**config.mk**
```make
export PLATFORM = sky130hd
export DESIGN_NAME = game_sprite_multi
export DESIGN_NICKNAME = d
export VERILOG_FILES = /design/src/rtl/game_sprite_multi_pkg.sv /design/src/rtl/game_sprite_multi_motion.sv /design/src/rtl/game_sprite_multi.sv
export SDC_FILE = /design/constraint.sdc
export NUM_CORES = 2
export LEC_CHECK = 0
export BUFFER_PORTS_ARGS = -buffer_cell sky130_fd_sc_hd__buf_4
export CAP_MARGIN = 20
export CORE_MARGIN = 1
export CORE_UTILIZATION = 61
export CTS_CLUSTER_SIZE = 40
export DETAILED_ROUTE_END_ITERATION = 16
export MAX_ROUTING_LAYER = met4
export PLACE_DENSITY = 0.89
export RECOVER_POWER = 50
export SKIP_LAST_GASP = 1
export SYNTH_ARGS = -nofsm -noshare
export SYNTH_HDL_FRONTEND = slang
export SYNTH_SLANG_ARGS = --single-unit
export TNS_END_PERCENT = 20
```
**constraint.sdc**
```tcl
create_clock -name clk -period 5.1 [get_ports clk]
set_input_delay 0.255 -clock clk [delete_from_list [all_inputs] [get_ports clk]]
set_output_delay 0.255 -clock clk [all_outputs]
set_load 0.05 [all_outputs]
```
**src/rtl/game_sprite_multi_pkg.sv**
```systemverilog
// Shared types and constants for the multi-sprite engine.
// The RGB output width is a project-wide macro; 3 bits unless the build overrides it.
`ifndef GAME_RGB_WIDTH
`define GAME_RGB_WIDTH 3
`endif

package game_sprite_multi_pkg;

  localparam int unsigned PIX_W = 4;
  localparam logic [PIX_W-1:0] PIX_TRANSPARENT = 4'h0;

  typedef enum logic [1:0] {
    MODE_FREE   = 2'd0,
    MODE_WRAP   = 2'd1,
    MODE_BOUNCE = 2'd2
  } mode_e;

  // Code 3 is reserved and behaves as free motion.
  function automatic mode_e decode_mode(input logic [1:0] m);
    case (m)
      2'd1:    return MODE_WRAP;
      2'd2:    return MODE_BOUNCE;
      default: return MODE_FREE;
    endcase
  endfunction

endpackage

```
**src/rtl/game_sprite_multi_motion.sv**
```systemverilog
// One sprite's position/velocity/mode registers with write muxing and edge handling.
module game_sprite_multi_motion
  import game_sprite_multi_pkg::*;
#(
  parameter int unsigned W_X      = 10,
  parameter int unsigned W_Y      = 9,
  parameter int unsigned DX_WIDTH = 2,
  parameter int unsigned DY_WIDTH = 2,
  parameter int unsigned SCREEN_W = 640,
  parameter int unsigned SCREEN_H = 480,
  parameter int unsigned SPR_W    = 8,
  parameter int unsigned SPR_H    = 8
) (
  input  logic                clk,
  input  logic                rst,
  input  logic                strobe,
  input  logic                enable,
  input  logic                write_xy,
  input  logic [W_X-1:0]      write_x,
  input  logic [W_Y-1:0]      write_y,
  input  logic                write_dxy,
  input  logic [DX_WIDTH-1:0] write_dx,
  input  logic [DY_WIDTH-1:0] write_dy,
  input  logic [1:0]          write_mode,
  output logic [W_X-1:0]      x,
  output logic [W_Y-1:0]      y
);

  localparam int unsigned XE = W_X + 2;
  localparam int unsigned YE = W_Y + 2;
  localparam logic signed [XE-1:0] X_LIM = XE'(SCREEN_W);
  localparam logic signed [XE-1:0] X_MAX = XE'(SCREEN_W - SPR_W);
  localparam logic signed [YE-1:0] Y_LIM = YE'(SCREEN_H);
  localparam logic signed [YE-1:0] Y_MAX = YE'(SCREEN_H - SPR_H);

  logic [W_X-1:0]      r_x;
  logic [W_Y-1:0]      r_y;
  logic [DX_WIDTH-1:0] r_dx;
  logic [DY_WIDTH-1:0] r_dy;
  mode_e               r_mode;

  logic signed [XE-1:0] w_sum_x;
  logic signed [YE-1:0] w_sum_y;
  logic [W_X-1:0]       w_nx;
  logic [W_Y-1:0]       w_ny;
  logic [DX_WIDTH-1:0]  w_ndx;
  logic [DY_WIDTH-1:0]  w_ndy;
  logic                 w_upd;

  assign x = r_x;
  assign y = r_y;
  assign w_upd = strobe && enable && !write_xy && !write_dxy;

  // Next position per axis; sums are widened by two bits so the sign and overflow are visible.
  always_comb begin
    w_sum_x = $signed({2'b00, r_x}) + $signed({{(XE-DX_WIDTH){r_dx[DX_WIDTH-1]}}, r_dx});
    w_sum_y = $signed({2'b00, r_y}) + $signed({{(YE-DY_WIDTH){r_dy[DY_WIDTH-1]}}, r_dy});
    w_nx  = w_sum_x[W_X-1:0];
    w_ny  = w_sum_y[W_Y-1:0];
    w_ndx = r_dx;
    w_ndy = r_dy;
    case (r_mode)
      MODE_WRAP: begin
        if (w_sum_x[XE-1])          w_nx = W_X'(w_sum_x + X_LIM);
        else if (w_sum_x >= X_LIM)  w_nx = W_X'(w_sum_x - X_LIM);
        if (w_sum_y[YE-1])          w_ny = W_Y'(w_sum_y + Y_LIM);
        else if (w_sum_y >= Y_LIM)  w_ny = W_Y'(w_sum_y - Y_LIM);
      end
      MODE_BOUNCE: begin
        if (w_sum_x[XE-1]) begin
          w_nx  = '0;
          w_ndx = -r_dx;
        end else if (w_sum_x > X_MAX) begin
          w_nx  = W_X'(X_MAX);
          w_ndx = -r_dx;
        end
        if (w_sum_y[YE-1]) begin
          w_ny  = '0;
          w_ndy = -r_dy;
        end else if (w_sum_y > Y_MAX) begin
          w_ny  = W_Y'(Y_MAX);
          w_ndy = -r_dy;
        end
      end
      default: ;
    endcase
  end

  // Host writes suppress this sprite's strobe update in the same cycle.
  always_ff @(posedge clk or negedge rst) begin
    if (!rst) begin
      r_x    <= '0;
      r_y    <= '0;
      r_dx   <= '0;
      r_dy   <= '0;
      r_mode <= MODE_FREE;
    end else begin
      if (write_xy) begin
        r_x <= write_x;
        r_y <= write_y;
      end
      if (write_dxy) begin
        r_dx   <= write_dx;
        r_dy   <= write_dy;
        r_mode <= decode_mode(write_mode);
      end
      if (w_upd) begin
        r_x  <= w_nx;
        r_y  <= w_ny;
        r_dx <= w_ndx;
        r_dy <= w_ndy;
      end
    end
  end

endmodule

```
**src/rtl/game_sprite_multi.sv**
```systemverilog
// Multi-sprite engine: per-sprite motion, writable bitmaps, priority mux to one
// registered RGB stream, and sticky collision flags.
module game_sprite_multi
  import game_sprite_multi_pkg::*;
#(
  parameter int unsigned NUM_SPRITES   = 4,
  parameter int unsigned SPRITE_WIDTH  = 8,
  parameter int unsigned SPRITE_HEIGHT = 8,
  parameter int unsigned DX_WIDTH      = 2,
  parameter int unsigned DY_WIDTH      = 2,
  parameter int unsigned screen_width  = 640,
  parameter int unsigned screen_height = 480,
  parameter int unsigned w_x           = $clog2(screen_width),
  parameter int unsigned w_y           = $clog2(screen_height),
  parameter int unsigned strobe_to_update_xy_counter_width = 20,
  parameter int unsigned SEL_W = (NUM_SPRITES > 1 ? $clog2(NUM_SPRITES) : 1),
  parameter int unsigned ROW_W = (SPRITE_HEIGHT > 1 ? $clog2(SPRITE_HEIGHT) : 1)
) (
  input  logic                          clk,
  input  logic                          rst,
  input  logic [w_x-1:0]                pixel_x,
  input  logic [w_y-1:0]                pixel_y,
  input  logic [SEL_W-1:0]              wr_sel,
  input  logic                          write_xy,
  input  logic [w_x-1:0]                write_x,
  input  logic [w_y-1:0]                write_y,
  input  logic                          write_dxy,
  input  logic [DX_WIDTH-1:0]           write_dx,
  input  logic [DY_WIDTH-1:0]           write_dy,
  input  logic [1:0]                    write_mode,
  input  logic [NUM_SPRITES-1:0]        enable_update,
  input  logic                          bmp_we,
  input  logic [ROW_W-1:0]              bmp_row,
  input  logic [4*SPRITE_WIDTH-1:0]     bmp_data,
  input  logic                          collision_clear,
  output logic [NUM_SPRITES*w_x-1:0]    sprite_x,
  output logic [NUM_SPRITES*w_y-1:0]    sprite_y,
  output logic [NUM_SPRITES-1:0]        collision,
  output logic                          rgb_en,
  output logic [`GAME_RGB_WIDTH-1:0]    rgb,
  output logic [SEL_W-1:0]              hit_id
);

  localparam int unsigned ROW_BITS = PIX_W * SPRITE_WIDTH;
  localparam int unsigned RGB_W    = `GAME_RGB_WIDTH;
  localparam int unsigned CNT_W    = strobe_to_update_xy_counter_width;

  logic [CNT_W-1:0]    r_strobe_cnt;
  logic                w_strobe;
  logic [ROW_BITS-1:0] r_bmp [NUM_SPRITES][SPRITE_HEIGHT];

  logic [w_x-1:0]         w_pos_x [NUM_SPRITES];
  logic [w_y-1:0]         w_pos_y [NUM_SPRITES];
  logic [NUM_SPRITES-1:0] w_sel_hit;
  logic [w_x-1:0]         w_rel_x [NUM_SPRITES];
  logic [w_y-1:0]         w_rel_y [NUM_SPRITES];
  logic [PIX_W-1:0]       w_code  [NUM_SPRITES];
  logic [NUM_SPRITES-1:0] w_hit;
  logic                   w_on_screen;
  logic                   w_any;
  logic [RGB_W-1:0]       w_rgb;
  logic [SEL_W-1:0]       w_id;
  logic                   w_multi;

  logic                   r_rgb_en;
  logic [RGB_W-1:0]       r_rgb;
  logic [SEL_W-1:0]       r_hit_id;
  logic [NUM_SPRITES-1:0] r_coll;

  assign w_strobe  = &r_strobe_cnt;
  assign rgb_en    = r_rgb_en;
  assign rgb       = r_rgb;
  assign hit_id    = r_hit_id;
  assign collision = r_coll;

  always_ff @(posedge clk or negedge rst) begin
    if (!rst) r_strobe_cnt <= '0;
    else      r_strobe_cnt <= r_strobe_cnt + CNT_W'(1);
  end

  for (genvar g = 0; g < NUM_SPRITES; g++) begin : g_spr
    assign w_sel_hit[g] = (wr_sel == SEL_W'(g));

    game_sprite_multi_motion #(
      .W_X(w_x), .W_Y(w_y), .DX_WIDTH(DX_WIDTH), .DY_WIDTH(DY_WIDTH),
      .SCREEN_W(screen_width), .SCREEN_H(screen_height),
      .SPR_W(SPRITE_WIDTH), .SPR_H(SPRITE_HEIGHT)
    ) u_motion (
      .clk        (clk),
      .rst        (rst),
      .strobe     (w_strobe),
      .enable     (enable_update[g]),
      .write_xy   (write_xy && w_sel_hit[g]),
      .write_x    (write_x),
      .write_y    (write_y),
      .write_dxy  (write_dxy && w_sel_hit[g]),
      .write_dx   (write_dx),
      .write_dy   (write_dy),
      .write_mode (write_mode),
      .x          (w_pos_x[g]),
      .y          (w_pos_y[g])
    );

    assign sprite_x[g*w_x +: w_x] = w_pos_x[g];
    assign sprite_y[g*w_y +: w_y] = w_pos_y[g];
  end

  always_ff @(posedge clk or negedge rst) begin
    if (!rst) begin
      for (int i = 0; i < NUM_SPRITES; i++)
        for (int r = 0; r < SPRITE_HEIGHT; r++)
          r_bmp[i][r] <= '0;
    end else if (bmp_we) begin
      for (int i = 0; i < NUM_SPRITES; i++)
        for (int r = 0; r < SPRITE_HEIGHT; r++)
          if (w_sel_hit[i] && bmp_row == ROW_W'(r)) r_bmp[i][r] <= bmp_data;
    end
  end

  // Relative offsets wrap modulo the coordinate width so sprites straddling 0 still draw.
  always_comb begin
    w_on_screen = (32'(pixel_x) < screen_width) && (32'(pixel_y) < screen_height);
    w_hit = '0;
    for (int i = 0; i < NUM_SPRITES; i++) begin
      w_rel_x[i] = pixel_x - w_pos_x[i];
      w_rel_y[i] = pixel_y - w_pos_y[i];
      w_code[i]  = PIX_TRANSPARENT;
      if (32'(w_rel_x[i]) < SPRITE_WIDTH && 32'(w_rel_y[i]) < SPRITE_HEIGHT)
        w_code[i] = r_bmp[i][w_rel_y[i][ROW_W-1:0]]
                         [PIX_W*(SPRITE_WIDTH-1-32'(w_rel_x[i])) +: PIX_W];
      w_hit[i] = w_on_screen && (w_code[i] != PIX_TRANSPARENT);
    end
  end

  // Scan from the top index down so the lowest-index hitting sprite is left standing.
  always_comb begin
    w_any = 1'b0;
    w_rgb = '0;
    w_id  = '0;
    for (int i = NUM_SPRITES - 1; i >= 0; i--) begin
      if (w_hit[i]) begin
        w_any = 1'b1;
        w_rgb = RGB_W'(w_code[i]);
        w_id  = SEL_W'(i);
      end
    end
    w_multi = ($countones(w_hit) > 1);
  end

  // A new overlap wins over a concurrent clear for the bits it sets.
  always_ff @(posedge clk or negedge rst) begin
    if (!rst) begin
      r_rgb_en <= 1'b0;
      r_rgb    <= '0;
      r_hit_id <= '0;
      r_coll   <= '0;
    end else begin
      r_rgb_en <= w_any;
      r_rgb    <= w_rgb;
      r_hit_id <= w_id;
      r_coll   <= (collision_clear ? '0 : r_coll) | (w_multi ? w_hit : '0);
    end
  end

endmodule

```
==> out/results.tsv <==
metric	value	unit
DRC Markers	0	
Period minus WS final	4.99	ns
largest net degree at the start of global routing	156	
Die Wd	320	um
Int Pwr	21.7	mW
FP Rows	116	
layout cells sized above 1	36.0	%
die area	102000	um^2
CTS buffer count	114	
Synth top area share	47.0	%
die height	320	um
max cap viols	19	
post-synth top area cell	dfrtp_1	
drt initial violations	4988	
H-tree depth	3	
CP endpoint kind	flip-flop	
WP data arrival	5.63	ns
post-synth cell types	82	
FMAX	200	MHz
DR vias/cell	6.96	
clock latency on the worst-skew pair	0.73	ns
TNS Setup	0	ns
sequential-to-total area share from yosys stat	47.0	%
Yosys Warn Count	0	
Slew Limit Fails	917	
Post-synth EDFFs	0	
Place WS	-0.00790	ns
vias in the first global route	46242	
PD cells	481	nW/um^2
Comb power frac	35.0	%
WP data required	5.74	ns
fillers	6354	
final HPWL from detailed placement	117000	um
Synth Flop Type	dfrtp_1	
worst-path maximum fanout	19	
Clock Skew	0.0451	ns
top post-synthesis cells by area	dfrtp_1 (47%), mux2_2 (19%), mux4_2 (9.9%), ha_1 (3.8%), o21ai_0 (1.4%)	
I/O Buffers	176	
Syn Std Cell Area	61500	um^2
synthesized area per cell	12.7	um^2
clock input transition at the sequential cells of the worst setup and hold paths	0.06	ns
placed inst area	64500	um^2
share of synthesized registers carrying an async set or reset	100	%
Clock power frac	28.4	%
synthesized instance count	4835	
Max-Slew Margin vs Limit	-76.7	%
CTS root buf	clkbuf_16	
vias after detailed routing	44208	
Top Ports	177	
layout net count	5238	
Final Setup Violations	0	
syn nets	5128	
Setup CP Type	reg -> reg	
Synth top cells by count	dfrtp_1 (1,154), mux2_2 (1,037), mux4_2 (270)	
fin worst setup slack	0.107	ns
Area Growth Syn to Fin	12.0	%
gpl congestion	0.985	
post-route non-filler standard cell count	6350	
Peak VDD IR	0.384	mV
Worst Hold Class	in -> reg	
NetSw	11.5	mW
Sw Share	34.6	%
final period utilization	97.9	%
Leak	31.0	nW
CTS sink count	1154	
router iterations before antenna repair	6	
failing checks	max-capacitance violations, max-slew violations	
DRT antenna net count	0	
final hold vios	0	
GRT overflow	0	
crit path launch type	flip-flop	
core area	100000	um^2
first-pass GRT wire length	280000	um
clock buffer depth	3	
flops & latches, synth	1154	
CTS tree	built	
Total Routing Usage GR	37.3	%
outcome	finished, violations left	
final instance area	68900	um^2
initial antenna violation count	11	
wire length per cell after detailed routing	29.1	um
cell with the most instances after synthesis	dfrtp_1	
Flop pwr share	36.7	%
final wirelength	185000	um
Final Core Density	68.9	%
Slew @ Worst Pin	2.65	ns
Inst Count DP	6092	
initial core utilization	61.5	%
==> power by group through the flow <==
stage / clock, mW / combinational, mW / sequential [mW]
after floorplan: 0 / 7.80 / 12.0
after detailed placement: 0 / 11.1 / 12.1
after CTS: 9.43 / 11.4 / 12.0
after global routing: 9.80 / 12.3 / 12.3
final: 9.39 / 11.6 / 12.1
after global placement: 0 / 10.7 / 12.0
==> metrics by stage <==
stage               hold WS (ns)  total power, mW
floorplan                -0.0406             19.8
global placement           0.368             22.7
detailed placement         0.364             23.2
CTS                       0.0158             32.8
global route               0.101             34.4
finish                    0.0514             33.1
==> layout make-up <==
cell class,count,area [um^2],share of cell area (%)
Sequential cell,1154,28900,41.9
Tap cell,1298,1620,2.36
Clock buffer,153,3250,4.72
Antenna cell,8,20.0,0.0291
Multi-Input combinational cell,3190,31000,45.0
Timing Repair Buffer,303,2510,3.64
Inverter,182,683,0.992
Clock inverter,62,946,1.37
==> metal layers <==
layer,GRT usage [%],routed length [um]
met3,8.30,17100
met4,23.8,12800
met1,44.5,68000
met5,-,0
met2,57.5,87100
==> logic make-up (layout without fill, tap and decap cells) <==
family | Yosys count | after routing | synth area share (%)
AO/OA/AOI/OAI | 708 | 708 | 7.38
adder cells (fa/ha/maj) | 202 | 202 | 4.32
buffers and inverters | 491 | 700 | 3.13
flip-flops | 1154 | 1154 | 47.0
multiplexers | 1392 | 1392 | 30.5
XOR/XNOR | 126 | 126 | 1.79
AND/OR/NAND/NOR | 762 | 762 | 5.96
other | 0 | 8 | 0
==> flip-flops by register name (all words and copies together), names as in the netlist <==
| name | count |
|---|---|
| rgb_en | 1 |
| rgb | 3 |
| hit_id | 2 |
| g_spr.u_motion.r_mode | 8 |
| g_spr.u_motion.r_dy | 8 |
| r_bmp | 1024 |
| g_spr.u_motion.r_dx | 8 |
| g_spr.u_motion.y | 36 |
| collision | 4 |
| g_spr.u_motion.x | 40 |
| r_strobe_cnt | 20 |
==> cells in the final DEF, fill, tap and decap left out, types with 77 or more instances in the layout <==
cell type | Yosys | routed
buf_4 | 4 | 229
mux2_2 | 1037 | 1029
clkbuf_16 | 0 | 115
mux4_2 | 270 | 270
nor2_1 | 176 | 167
o21ai_0 | 170 | 170
a21oi_1 | 166 | 166
ha_1 | 185 | 181
nand2_1 | 212 | 201
inv_1 | 181 | 181
nor3_1 | 83 | 83
dfrtp_1 | 1154 | 1154
mux2i_1 | 77 | 77
xnor2_1 | 80 | 79
==> timing repair <==
item,CTS,global route
hold endpoints to repair,159,0
pin swaps,0,2
hold buffers,26,0
resized for setup,1,7
setup buffers,0,4
endpoints found under the setup margin,3,3
==> worst max-delay path: stages, from the launching register on <==
cell     delay [ns]
dfrtp_1        0.41
ha_4           0.18
fa_4           0.99
buf_8          0.24
mux4_2         0.32
mux4_2         0.50
a22oi_1        0.28
nand2_1        0.11
inv_1          0.11
a41oi_2        0.22
nand2_2        0.15
inv_1          0.09
fa_1           0.53
inv_1          0.08
o41ai_4        0.42
nand2_1        0.12
o21ai_0        0.12
==> worst paths after layout <==
kind                                        start                        end  slack [ns]  depth (start not counted)
max                        g_spr[3].u_motion.y[0]               collision[0]        0.11                         16
min                              enable_update[2]  g_spr[2].u_motion.r_dx[1]        0.05                          5
max reg2reg                g_spr[3].u_motion.y[0]               collision[0]        0.11                         16
min reg2reg                       r_strobe_cnt[4]            r_strobe_cnt[4]        0.47                          1
max in group asynchronous                     rst           r_strobe_cnt[13]        0.85                          3
min in group asynchronous                     rst                 r_bmp[551]        0.89                          2
No activity file was read; power rests on OpenSTA's default activity.
